File: src/rtl/trap_pkg.sv
// Shared types and constants for the machine-mode trap sequencer.
// Holds the FSM state and event-kind encodings, cause codes and the redirect target helper.
package trap_pkg;

    typedef enum logic [1:0] {
        ST_IDLE  = 2'd0,
        ST_DRAIN = 2'd1,
        ST_ISSUE = 2'd2,
        ST_SLEEP = 2'd3
    } state_t;

    typedef enum logic [1:0] {
        KIND_EXC = 2'd0,
        KIND_IRQ = 2'd1,
        KIND_RET = 2'd2
    } kind_t;

    localparam logic [3:0] CAUSE_ILLEGAL = 4'd2;
    localparam logic [3:0] CAUSE_MSI     = 4'd3;
    localparam logic [3:0] CAUSE_MTI     = 4'd7;
    localparam logic [3:0] CAUSE_MEI     = 4'd11;

    // Only interrupts honour vectored mode; the 30-bit sum wraps.
    function automatic logic [29:0] trap_target(
        input kind_t       kind,
        input logic [31:0] mtvec,
        input logic [29:0] mepc,
        input logic [3:0]  cause
    );
        logic [29:0] base;
        base = mtvec[31:2];
        case (kind)
            KIND_IRQ: trap_target = (mtvec[1:0] == 2'b01) ? base + {26'd0, cause} : base;
            KIND_RET: trap_target = mepc;
            default:  trap_target = base;
        endcase
    endfunction

endpackage

File: src/rtl/trap_irq_select.sv
// Fixed-priority interrupt selector: MEI > MSI > MTI.
// The pending vector is packed {MEI, MTI, MSI}.
module trap_irq_select
    import trap_pkg::*;
(
    input  logic [2:0] mip,
    output logic       valid,
    output logic [3:0] cause
);

    always_comb begin
        valid = |mip;
        cause = 4'd0;
        if (mip[2]) begin
            cause = CAUSE_MEI;
        end else if (mip[0]) begin
            cause = CAUSE_MSI;
        end else if (mip[1]) begin
            cause = CAUSE_MTI;
        end
    end

endmodule

File: src/rtl/trap_ctrl.sv
// Machine-mode trap sequencer: arbitrates exceptions, interrupts, MRET and WFI,
// drains the backend, then pulses the chosen trap into csrfile and redirects fetch.
module trap_ctrl
    import trap_pkg::*;
(
    input  logic        cpu_clock_i,
    input  logic        cpu_reset_i,
    input  logic        excp_valid_i,
    input  logic [3:0]  excp_code_i,
    input  logic [29:0] excp_pc_i,
    input  logic [31:0] excp_tval_i,
    input  logic        mret_valid_i,
    input  logic        wfi_valid_i,
    input  logic [29:0] commit_pc_i,
    input  logic [2:0]  csrfile_mip_o,
    input  logic        mie_o,
    input  logic        real_privilege,
    input  logic [31:0] mtvec_o,
    input  logic [29:0] mepc_o,
    output logic        commit_hold_o,
    output logic        flush_o,
    input  logic        flush_done_i,
    output logic        take_exception,
    output logic        take_interrupt,
    output logic        mret,
    output logic [29:0] csrfile_epc_i,
    output logic [31:0] csrfile_mtval_i,
    output logic [3:0]  csrfile_mcause_i,
    output logic        redirect_valid_o,
    output logic [29:0] redirect_pc_o
);

    state_t      state, state_nxt;
    kind_t       kind, kind_nxt;
    logic [3:0]  cause_nxt;
    logic [29:0] epc_nxt;
    logic [31:0] tval_nxt;
    logic        hold_nxt, flush_nxt;
    logic        take_exc_nxt, take_irq_nxt, mret_nxt;
    logic        redir_vld_nxt;
    logic [29:0] redir_pc_nxt;

    logic        irq_valid;
    logic [3:0]  irq_cause;
    logic        irq_take;

    trap_irq_select u_irq_select (
        .mip   (csrfile_mip_o),
        .valid (irq_valid),
        .cause (irq_cause)
    );

    // U-mode is always interruptible by M-level sources.
    assign irq_take = irq_valid && (mie_o || !real_privilege);

    always_comb begin
        state_nxt     = state;
        kind_nxt      = kind;
        cause_nxt     = csrfile_mcause_i;
        epc_nxt       = csrfile_epc_i;
        tval_nxt      = csrfile_mtval_i;
        flush_nxt     = 1'b0;
        take_exc_nxt  = 1'b0;
        take_irq_nxt  = 1'b0;
        mret_nxt      = 1'b0;
        redir_vld_nxt = 1'b0;
        redir_pc_nxt  = '0;

        case (state)
            ST_IDLE: begin
                if (excp_valid_i) begin
                    state_nxt = ST_DRAIN;
                    flush_nxt = 1'b1;
                    kind_nxt  = KIND_EXC;
                    cause_nxt = excp_code_i;
                    epc_nxt   = excp_pc_i;
                    tval_nxt  = excp_tval_i;
                end else if (irq_take) begin
                    state_nxt = ST_DRAIN;
                    flush_nxt = 1'b1;
                    kind_nxt  = KIND_IRQ;
                    cause_nxt = irq_cause;
                    epc_nxt   = commit_pc_i;
                    tval_nxt  = '0;
                end else if (mret_valid_i) begin
                    state_nxt = ST_DRAIN;
                    flush_nxt = 1'b1;
                    if (real_privilege) begin
                        kind_nxt = KIND_RET;
                    end else begin
                        // MRET from U-mode traps as an illegal instruction at its own PC.
                        kind_nxt  = KIND_EXC;
                        cause_nxt = CAUSE_ILLEGAL;
                        epc_nxt   = commit_pc_i;
                        tval_nxt  = '0;
                    end
                end else if (wfi_valid_i) begin
                    state_nxt = ST_SLEEP;
                end
            end

            ST_DRAIN: begin
                if (flush_done_i) begin
                    state_nxt     = ST_ISSUE;
                    take_exc_nxt  = (kind == KIND_EXC);
                    take_irq_nxt  = (kind == KIND_IRQ);
                    mret_nxt      = (kind == KIND_RET);
                    redir_vld_nxt = 1'b1;
                    redir_pc_nxt  = trap_target(kind, mtvec_o, mepc_o, csrfile_mcause_i);
                end
            end

            ST_ISSUE: begin
                state_nxt = ST_IDLE;
            end

            ST_SLEEP: begin
                // Any pending source wakes the core, even when it cannot be taken.
                if (irq_valid) begin
                    if (irq_take) begin
                        state_nxt = ST_DRAIN;
                        flush_nxt = 1'b1;
                        kind_nxt  = KIND_IRQ;
                        cause_nxt = irq_cause;
                        epc_nxt   = commit_pc_i;
                        tval_nxt  = '0;
                    end else begin
                        state_nxt = ST_IDLE;
                    end
                end
            end

            default: begin
                state_nxt = ST_IDLE;
            end
        endcase

        hold_nxt = (state_nxt != ST_IDLE);
    end

    always_ff @(posedge cpu_clock_i) begin
        if (cpu_reset_i) begin
            state            <= ST_IDLE;
            kind             <= KIND_EXC;
            csrfile_epc_i    <= '0;
            csrfile_mtval_i  <= '0;
            csrfile_mcause_i <= '0;
            commit_hold_o    <= 1'b0;
            flush_o          <= 1'b0;
            take_exception   <= 1'b0;
            take_interrupt   <= 1'b0;
            mret             <= 1'b0;
            redirect_valid_o <= 1'b0;
            redirect_pc_o    <= '0;
        end else begin
            state            <= state_nxt;
            kind             <= kind_nxt;
            csrfile_epc_i    <= epc_nxt;
            csrfile_mtval_i  <= tval_nxt;
            csrfile_mcause_i <= cause_nxt;
            commit_hold_o    <= hold_nxt;
            flush_o          <= flush_nxt;
            take_exception   <= take_exc_nxt;
            take_interrupt   <= take_irq_nxt;
            mret             <= mret_nxt;
            redirect_valid_o <= redir_vld_nxt;
            redirect_pc_o    <= redir_pc_nxt;
        end
    end

endmodule

File: config.mk
export PLATFORM = sky130hd
export DESIGN_NAME = trap_ctrl
export DESIGN_NICKNAME = d
export VERILOG_FILES = /design/src/rtl/trap_pkg.sv /design/src/rtl/trap_irq_select.sv /design/src/rtl/trap_ctrl.sv
export SDC_FILE = /design/constraint.sdc
export NUM_CORES = 1
export LEC_CHECK = 0
export ABC_AREA = 1
export CORE_UTILIZATION = 39
export DETAILED_ROUTE_END_ITERATION = 6
export PLACE_DENSITY = 0.8
export SLEW_MARGIN = 10
export SYNTH_ARGS = -nofsm -noshare
export SYNTH_HDL_FRONTEND = slang
export SYNTH_SLANG_ARGS = --single-unit
File: constraint.sdc
create_clock -name cpu_clock_i -period 1.95 [get_ports cpu_clock_i]
set_input_delay 0.195 -clock cpu_clock_i [delete_from_list [all_inputs] [get_ports cpu_clock_i]]
set_output_delay 0.195 -clock cpu_clock_i [all_outputs]
set_load 0.02 [all_outputs]
; Word level (Yosys, flattened, before mapping)
; Index checks and enable logic that the tools add are counted.
[classes]
reduce_logical = 12
eq_ne = 10
shifts = 0
n_div = 0
add_sub_neg = 1
n_mul = 0
bitwise_logic = 2
magnitude_cmp = 0
muxes = 48
[op_table]
columns = operator, n
row1 = 30-bit two-way mux, 7
row2 = 32-bit two-way mux, 6
row3 = 30-bit case mux with 2 select lines, 2
row4 = 32-bit case mux with 2 select lines, 1
row5 = 4-bit two-way mux, 8
row6 = 30-bit by 4-bit adder with 30-bit output, 1
row7 = 2-bit two-way mux, 12
row8 = "4-bit != test, second input constant", 2
row9 = 2-bit case mux with 4 select lines, 1
row10 = 4-bit case mux with 2 select lines, 1
row11 = 1-bit two-way mux, 7
row12 = "2-bit by 1-bit equality test with 1-bit output, second input constant", 3
row13 = "2-bit equality test, second input constant", 3
row14 = 3-bit OR reduction, 2
row15 = 5-bit AND reduction, 1
row16 = 2-bit zero test, 2
row17 = "2-bit != test, second input constant", 2
row18 = 2-bit case mux with 2 select lines, 1
row19 = 4-bit AND reduction, 1
row20 = 2-bit nonzero test, 2
row21 = 3-bit two-way mux, 1
row22 = 1-bit inverter, 2
row23 = 1-bit case mux with 2 select lines, 1
row24 = 2-bit OR reduction, 1
row25 = 3 further kinds, 3
[word_totals]
rom_bits = 0
out_inout_bits = 102
mem_count = 0
mem_bits_rw = 0
latch_bits = 0
elab_cells = 85
inputBits = 169
regBits = 106

; Logic depth before layout (Yosys ltp)
; Gate-level depths: netlist of run 1.
[depth]
depth_word = 7
mapped_depth = 14
mapped_depth_nobuf = 14

; Modules after synthesis
; From an unflattened synthesis of run 1, not the netlist that was laid out.
[unflattened]
cells_unflattened = 863
area_unflattened_um2 = 5780.5
[by_module_without_submodules]
columns = mod, n_inst, cells_each, area_each_um2, seq_area_each_um2
row1 = trap_ctrl, 1, 855, 5736.8, 2122.0
row2 = trap_irq_select, 1, 8, 43.8, 0.0

; Worst setup path before layout of run 1
; Ideal clock, no wire load.
[synth_path]
path_type = register -> register
startpoint = reg csrfile_mcause_i[0]
endpoint = reg redirect_pc_o[26]
path_slack_ps = -105
path_buffers = 0
setup_time_ps = 70
stages_incl_launch_ff = 13
synth_period_minus_slack_ps = 2055
t_arrival_ps = 1985
path_cell_list = dfxtp_1 -> ha_1 -> inv_1 -> fa_1 -> inv_1 -> nand2_1 -> nand3_1 -> nand3_1 -> nor2_2 -> nand3_1 -> nand2_1 -> nand3_1 -> a21oi_1
[synth_via]
elab_chain_len = 3
[synth_rtl]
columns = item, line_no
row1 = from (decl), trap_ctrl.sv:28  ; output logic [3:0] csrfile_mcause_i,
row2 = from (signal assigned), trap_ctrl.sv:160  ; csrfile_mcause_i <= cause_nxt;
row3 = 30-bit by 4-bit adder with 30-bit output, trap_pkg.sv:33  ; KIND_IRQ: trap_target = (mtvec[1:0] == 2'b01) ? base + {26'd0, cause} : base;
row4 = 30-bit two-way mux, trap_pkg.sv:33
row5 = 30-bit case mux with 2 select lines, trap_pkg.sv:32  ; case (kind)
row6 = to (signal assigned), trap_ctrl.sv:167  ; redirect_pc_o <= redir_pc_nxt;
row7 = to (decl), trap_ctrl.sv:30  ; output logic [29:0] redirect_pc_o
; No other way between the ends.
; A chain may end at the register's enable or synchronous reset.

; Worst setup path in the final report of run 1
; Same ends and word-level chain as after synthesis.

==> results of run 1 <==
## where the power goes
part | internal (W) | switching [W]
registers | 0.00234 | 0.0000996
logic | 0.00103 | 0.00113
clock network | 0.000908 | 0.000950
## sequential cells by signal, summed over array words and instances (netlist names)
name,count
csrfile_mtval_i,32
kind,2
mret,1
state,2
redirect_pc_o,30
take_exception,1
redirect_valid_o,1
commit_hold_o,1
flush_o,1
take_interrupt,1
csrfile_epc_i,30
csrfile_mcause_i,4
## placed cells by master (no fill, tap or decap), types with 2 or more instances in the layout
cell type          n
nand2_2           36
o21ai_0           42
o211ai_1           2
a21oi_2           32
buf_12             8
inv_6              4
a21oi_1           71
buf_4             53
nand3_1           29
nor3_1             5
clkbuf_16          9
nor2_4             6
dfxtp_2            2
clkdlybuf4s50_1  268
nor3_2             2
inv_1             81
o21ai_1            4
dfxtp_1          104
nand2_1          370
inv_8              2
or2_2              8
nor2_1            73
nand3_2            6
nand2_4            2
nand4_1            5
inv_2              4
ha_1               8
o21bai_1           3
## worst min-delay path by stage
stage,from,end,slack [ps],depth (start not counted)
detailed placement,csrfile_epc_i[13],csrfile_epc_i[13],460,2
finish,cpu_reset_i,redirect_valid_o,250,3
floorplan,wfi_valid_i,state[0],330,2
CTS,cpu_reset_i,redirect_valid_o,240,3
global route,cpu_reset_i,redirect_valid_o,270,3
global placement,csrfile_epc_i[13],csrfile_epc_i[13],450,2
## routing by layer
metal,global-route usage,up-vias
li1,-,3582
met1,0.2798,3102
met2,0.4606,259
met3,0.07001,29
met4,0.1022,0
met5,0,-
## cell families after synthesis
kind of cell / after synthesis / synth area share
XOR/XNOR: 2 / 0.002882
AND/OR/NAND/NOR: 547 / 0.3727
AO/OA/AOI/OAI: 159 / 0.1529
buffers and inverters: 134 / 0.09858
adder cells (fa/ha/maj): 11 / 0.02387
flip-flops: 106 / 0.3490
## worst reg2reg max path, cell delays in order, from the launching register on
cell and delay [ps]:
dfxtp_2 360, ha_4 140, inv_2 40, fa_2 360, inv_2 70, nand2_2 50
nand3_2 80, nand3_2 100, nor2_4 260, nand3_2 80, nand2_1 80, nand3_1 60
a21oi_1 140
## layout make-up
class,count,area share
Multi-Input combinational cell,719,0.3586
Clock buffer,9,0.02313
Antenna cell,1,0.0002570
Tap cell,188,0.02416
Inverter,86,0.03315
Timing Repair Buffer,332,0.3357
Clock inverter,7,0.006810
Sequential cell,106,0.2182
## through the flow
stage / total power, W / utilization / instance area (µm²)
2_1_floorplan: 0.003593 / - / 6087
3_3_place_gp: 0.004594 / 0.6136 / 9328
3_5_place_dp: 0.004621 / 0.6136 / 9328
4_1_cts: 0.006478 / 0.6328 / 9619
5_1_grt: 0.006792 / 0.6406 / 9738
6_report: 0.006457 / 0.6406 / 9738
==> flow_metrics.env, run 1 <==
export IMPL_status="complete, no violations"
export IMPL_startpoint="csrfile_mcause_i[0]"
export IMPL_start_kind="flip-flop"
export IMPL_seq_area_frac_synth=0.3490
export IMPL_synth_seq_cells=106
export IMPL_p_leak_nw=4.278
export IMPL_row_count=45
export IMPL_nNetsFinal=1434
export IMPL_worstReg2RegStart="csrfile_mcause_i[0]"
export IMPL_met3WireLength_mm=1.650
export IMPL_ctsHoldBuffers=0
export IMPL_grt_pass1_wl_mm=32.20
export IMPL_coreArea_um2=15200
export IMPL_io_pins=271
export IMPL_whs_ps=254.9
export IMPL_crit_end="redirect_pc_o[26]"
export IMPL_slew_viol_final=0
export IMPL_io_buffer_count=270
export IMPL_path_delay_family="simple AND/OR/NAND/NOR gates"
export IMPL_setup_tns_ps=0
export IMPL_multiInputGateArea_um2=3492
export IMPL_clk_insertion_delay_late_ps=370
export IMPL_yosys_area_top_type_share=0.3490
export IMPL_yosysTopAreaCell="dfxtp_1"
export IMPL_grt_max_degree=72
export IMPL_finalClockSkew_ps=8.831
export IMPL_grt_pass1_vias=6668
export IMPL_wl_met1_mm=8.121
export IMPL_met2WireLength_mm=10.02
export IMPL_pwr_density_cell_nw_per_um2=663.1
export IMPL_dp_hpwl_mm=15.13
export IMPL_drive_above_1_share=0.1461
export IMPL_critical_path_arrival_ps=2150
export IMPL_ant_nets=0
export IMPL_synth_area_um2=6080
export IMPL_synthCells=959
export IMPL_synth_ff_type="dfxtp_1"
export IMPL_drtIter0Drc=402
export IMPL_cp_depth=12
export IMPL_worst_slack_ps=91.16
export IMPL_cts_sinks=106
export IMPL_crit_required_ps=2250
export IMPL_netlist_top_cells_count="375 x nand2_1, 106 x dfxtp_1, 84 x inv_1, 78 x nor2_1, 74 x a21oi_1"
export IMPL_cts_tree="yes"
export IMPL_synth_edff_count=0
export IMPL_syn_mean_instance_area_um2=6.340
export IMPL_crit_slowest_cell="dfxtp_2"
export IMPL_htree_levels=3
export IMPL_placed_cells=1431
export IMPL_yosys_cell_types_count=39
export IMPL_peakVddDrop_mv=0.4909
export IMPL_start_util=0.3999
export IMPL_crit_top_cell="nand3_2"
export IMPL_maxCapViolations=0
export IMPL_overflow=0
export IMPL_vias_per_cell=4.815
export IMPL_fill_cells=1358
export IMPL_layout_cells_non_filler=1448
export IMPL_tightest_slew_ps=546.5
export IMPL_fp_dieH_um=126.9
export IMPL_globalplace_congestion=0.8998
export IMPL_grt_use_total=0.2543
export IMPL_cts_buffer_depth=2
export IMPL_cts_root_buf="clkbuf_16"
export IMPL_syn2layout_area_growth_pct=60.18
export IMPL_crit_chain="ha_4 > inv_2 > fa_2 > inv_2 > nand2_2 > nand3_2 > nand3_2 > nor2_4 > nand3_2 > nand2_1 > nand3_1 > a21oi_1"
export IMPL_antenna_found_initial=1
export IMPL_drtPass1Iterations=5
export IMPL_timing_rr_end="redirect_pc_o[26]"
export IMPL_rsz0062_at_grt="yes"
export IMPL_finalSetupViolations=0
export IMPL_wl_per_cell_um=14.03
export IMPL_worst_r2r_cell_count=12
export IMPL_ys_warn_count=0
export IMPL_drc=0
export IMPL_yosysMostFrequentCell="nand2_1"
export IMPL_cts_resized=0
export IMPL_critPathBufInv=2
export IMPL_slew_headroom=0.6329
export IMPL_synthTopCellsByArea="dfxtp_1 35%, nand2_1 23%, a21oi_1 6.1%"
export IMPL_r2r_setup_slack_ps=90
export IMPL_place_ws_ps=-351.2
export IMPL_clk_pin_slew_ps=80
export IMPL_timing_final_hold_violations=0
export IMPL_synth_nets=1139
export IMPL_min_period_ps=1859
export IMPL_vias=6972
export IMPL_die_x_um=126.9
export IMPL_min_path_type="input port to flip-flop"
export IMPL_crit_path_end_kind="flip-flop"
export IMPL_ff_latch_area_um2=2125
export IMPL_fmax_mhz=538.0
export IMPL_route_top_layer_used="met4"
export IMPL_wl_mm=20.31
export IMPL_die_area_um2=16090
export IMPL_finalCritPeriodShare=0.9532
export IMPL_worstSetupPathType="flip-flop to flip-flop"
export IMPL_crit_path_max_fanout=8
export IMPL_synthArstFlopShare=0
export IMPL_max_stage_delay_ps=360
export IMPL_cts_made_buffers=9
export IMPL_post_cts_buffers=0
(Power assumes the default switching activity.)
==> run 2, diff against run 1 <==
- CTS_CLUSTER_DIAMETER: default -> 80
- RECOVER_POWER: default -> 25
==> flow_metrics.env, run 2 (synthesis gave the netlist of run 1 again) <==
export IMPL_wl_per_cell_um=14.00
export IMPL_start_util=0.3999
export IMPL_tightest_slew_ps=542.8
export IMPL_row_count=45
export IMPL_place_ws_ps=-351.2
export IMPL_largest_register_ffs=32
export IMPL_gr_usage_met1=0.2798
export IMPL_grt_pass1_vias=6668
export IMPL_slew_headroom=0.6353
export IMPL_clk_pin_slew_ps=80
export IMPL_drc=0
export IMPL_place_area_um2=9328
export IMPL_fmax_mhz=539.8
export IMPL_antenna_found_initial=1
export IMPL_maxCapViolations=0
export IMPL_finalSetupViolations=0
export IMPL_start_kind="flip-flop"
export IMPL_timing_final_hold_violations=0
export IMPL_grt_use_met3=0.07001
export IMPL_mostFrequentLayoutCells="370 x nand2_1, 223 x clkdlybuf4s50_1, 104 x dfxtp_1"
export IMPL_pwr_density_cell_nw_per_um2=660.4
export IMPL_postLayoutCellArea_um2=9738
export IMPL_crit_path_end_kind="flip-flop"
export IMPL_syn2layout_area_growth_pct=60.18
export IMPL_nNetsFinal=1434
export IMPL_whs_ps=254.3
export IMPL_crit_required_ps=2250
export IMPL_finalClockSkew_ps=11.09
export IMPL_slew_viol_final=0
export IMPL_fp_dieH_um=126.9
export IMPL_grt_busiest_layer="met2"
export IMPL_p_leak_nw=4.412
export IMPL_post_cts_buffers=0
export IMPL_cts_sinks=106
export IMPL_overflow=0
export IMPL_met2_usage=0.4606
export IMPL_status="complete, no violations"
export IMPL_drtIter0Drc=423
export IMPL_die_area_um2=16090
export IMPL_min_period_ps=1853
export IMPL_clk_insertion_delay_late_ps=370
export IMPL_htree_levels=3
export IMPL_layout_commonest_cell="nand2_1"
export IMPL_peakVddDrop_mv=0.4913
export IMPL_worstSetupPathType="flip-flop to flip-flop"
export IMPL_drtPass1Iterations=5
export IMPL_grt_pass1_wl_mm=32.20
export IMPL_reg_top3="csrfile_mtval_i: 32 flops, csrfile_epc_i: 30 flops, redirect_pc_o: 30 flops"
export IMPL_min_path_type="input port to flip-flop"
export IMPL_globalplace_congestion=0.8998
export IMPL_die_x_um=126.9
export IMPL_worst_slack_ps=97.33
export IMPL_vias=6971
export IMPL_grt_use_total=0.2543
export IMPL_rsz0062_at_grt="yes"
export IMPL_cts_root_buf="clkbuf_16"
export IMPL_drive_above_1_share=0.1461
export IMPL_cts_tree="yes"
export IMPL_grt_max_degree=72
export IMPL_largest_register="csrfile_mtval_i"
export IMPL_cts_buffer_depth=2
export IMPL_critical_path_arrival_ps=2150
export IMPL_io_pins=271
export IMPL_cts_made_buffers=9
export IMPL_ant_nets=0
export IMPL_coreArea_um2=15200
export IMPL_dp_hpwl_mm=15.13
export IMPL_crit_path_max_fanout=8
export IMPL_vias_per_cell=4.814
export IMPL_wl_mm=20.27
export IMPL_finalCritPeriodShare=0.9501
export IMPL_io_buffer_count=270
==> run 2: changes by cell type in the layout (fill, tap and decap cells not counted), sizes merged <==
| cell | previous run | this run |
|---|---|---|
| clkdlybuf4s50 | 268 | 223 |
| dlygate4sd3 | 0 | 45 |
==> run 2: routing by layer <==
| metal | share of wire | up-vias |
|---|---|---|
| met1 | 0.40 | 3107 |
| li1 | - | 3585 |
| met2 | 0.49 | 245 |
| met5 | 0 | - |
| met4 | 0.027 | 0 |
| met3 | 0.079 | 34 |
==> run 2: final timing paths <==
check	startpoint	to	slack, ps	cells after the start
setup reg to reg	csrfile_mcause_i[0]	redirect_pc_o[26]	100	12
hold / removal	cpu_reset_i	redirect_valid_o	250	3
hold reg to reg	csrfile_epc_i[13]	csrfile_epc_i[13]	470	2
setup / recovery	csrfile_mcause_i[0]	redirect_pc_o[26]	100	12
==> run 2: worst max-delay path, stage by stage (launching register included) <==
cell and delay [ps]:
dfxtp_2 360, ha_4 140, inv_2 40, fa_2 360, inv_2 70, nand2_2 50, nand3_2 80, nand3_2 90
nor2_4 260, nand3_2 80, nand2_1 80, nand3_1 60, a21oi_1 140
==> run 2: through the flow <==
| stage | utilization | instances | power, W | setup TNS, ps |
|---|---|---|---|---|
| floorplan | - | 959 | 0.003593 | 0 |
| global placement | 0.6136 | 1431 | 0.004594 | -11630 |
| detailed placement | 0.6136 | 1431 | 0.004621 | -15110 |
| CTS | 0.6328 | 1447 | 0.006478 | 0 |
| global route | 0.6406 | 1448 | 0.006769 | -74.27 |
| finish | 0.6406 | 1448 | 0.006431 | 0 |
==> run 2: repair_timing <==
item | in CTS | in global routing
hold buffers | 0 | 0
setup endpoints to repair | 0 | 45
gates resized for setup | 0 | 34
==> run 2: cell type report <==
class | instances | area [µm²]
timing repair buffer | 332 | 3269
inverter | 86 | 322.8
clock inverter | 7 | 66.31
multi-input combinational | 719 | 3492
fill | 1358 | 5464
antenna | 1 | 2.502
clock buffer | 9 | 225.2
tap | 188 | 235.2
sequential | 106 | 2125
==> run 2: power breakdown <==
group	switching [W]	internal [W]	leakage, nW
logic	0.00113	0.00101	3.40
registers	0.0000970	0.00234	0.871
clock network	0.000948	0.000908	0.145
total	0.00217	0.00426	4.41
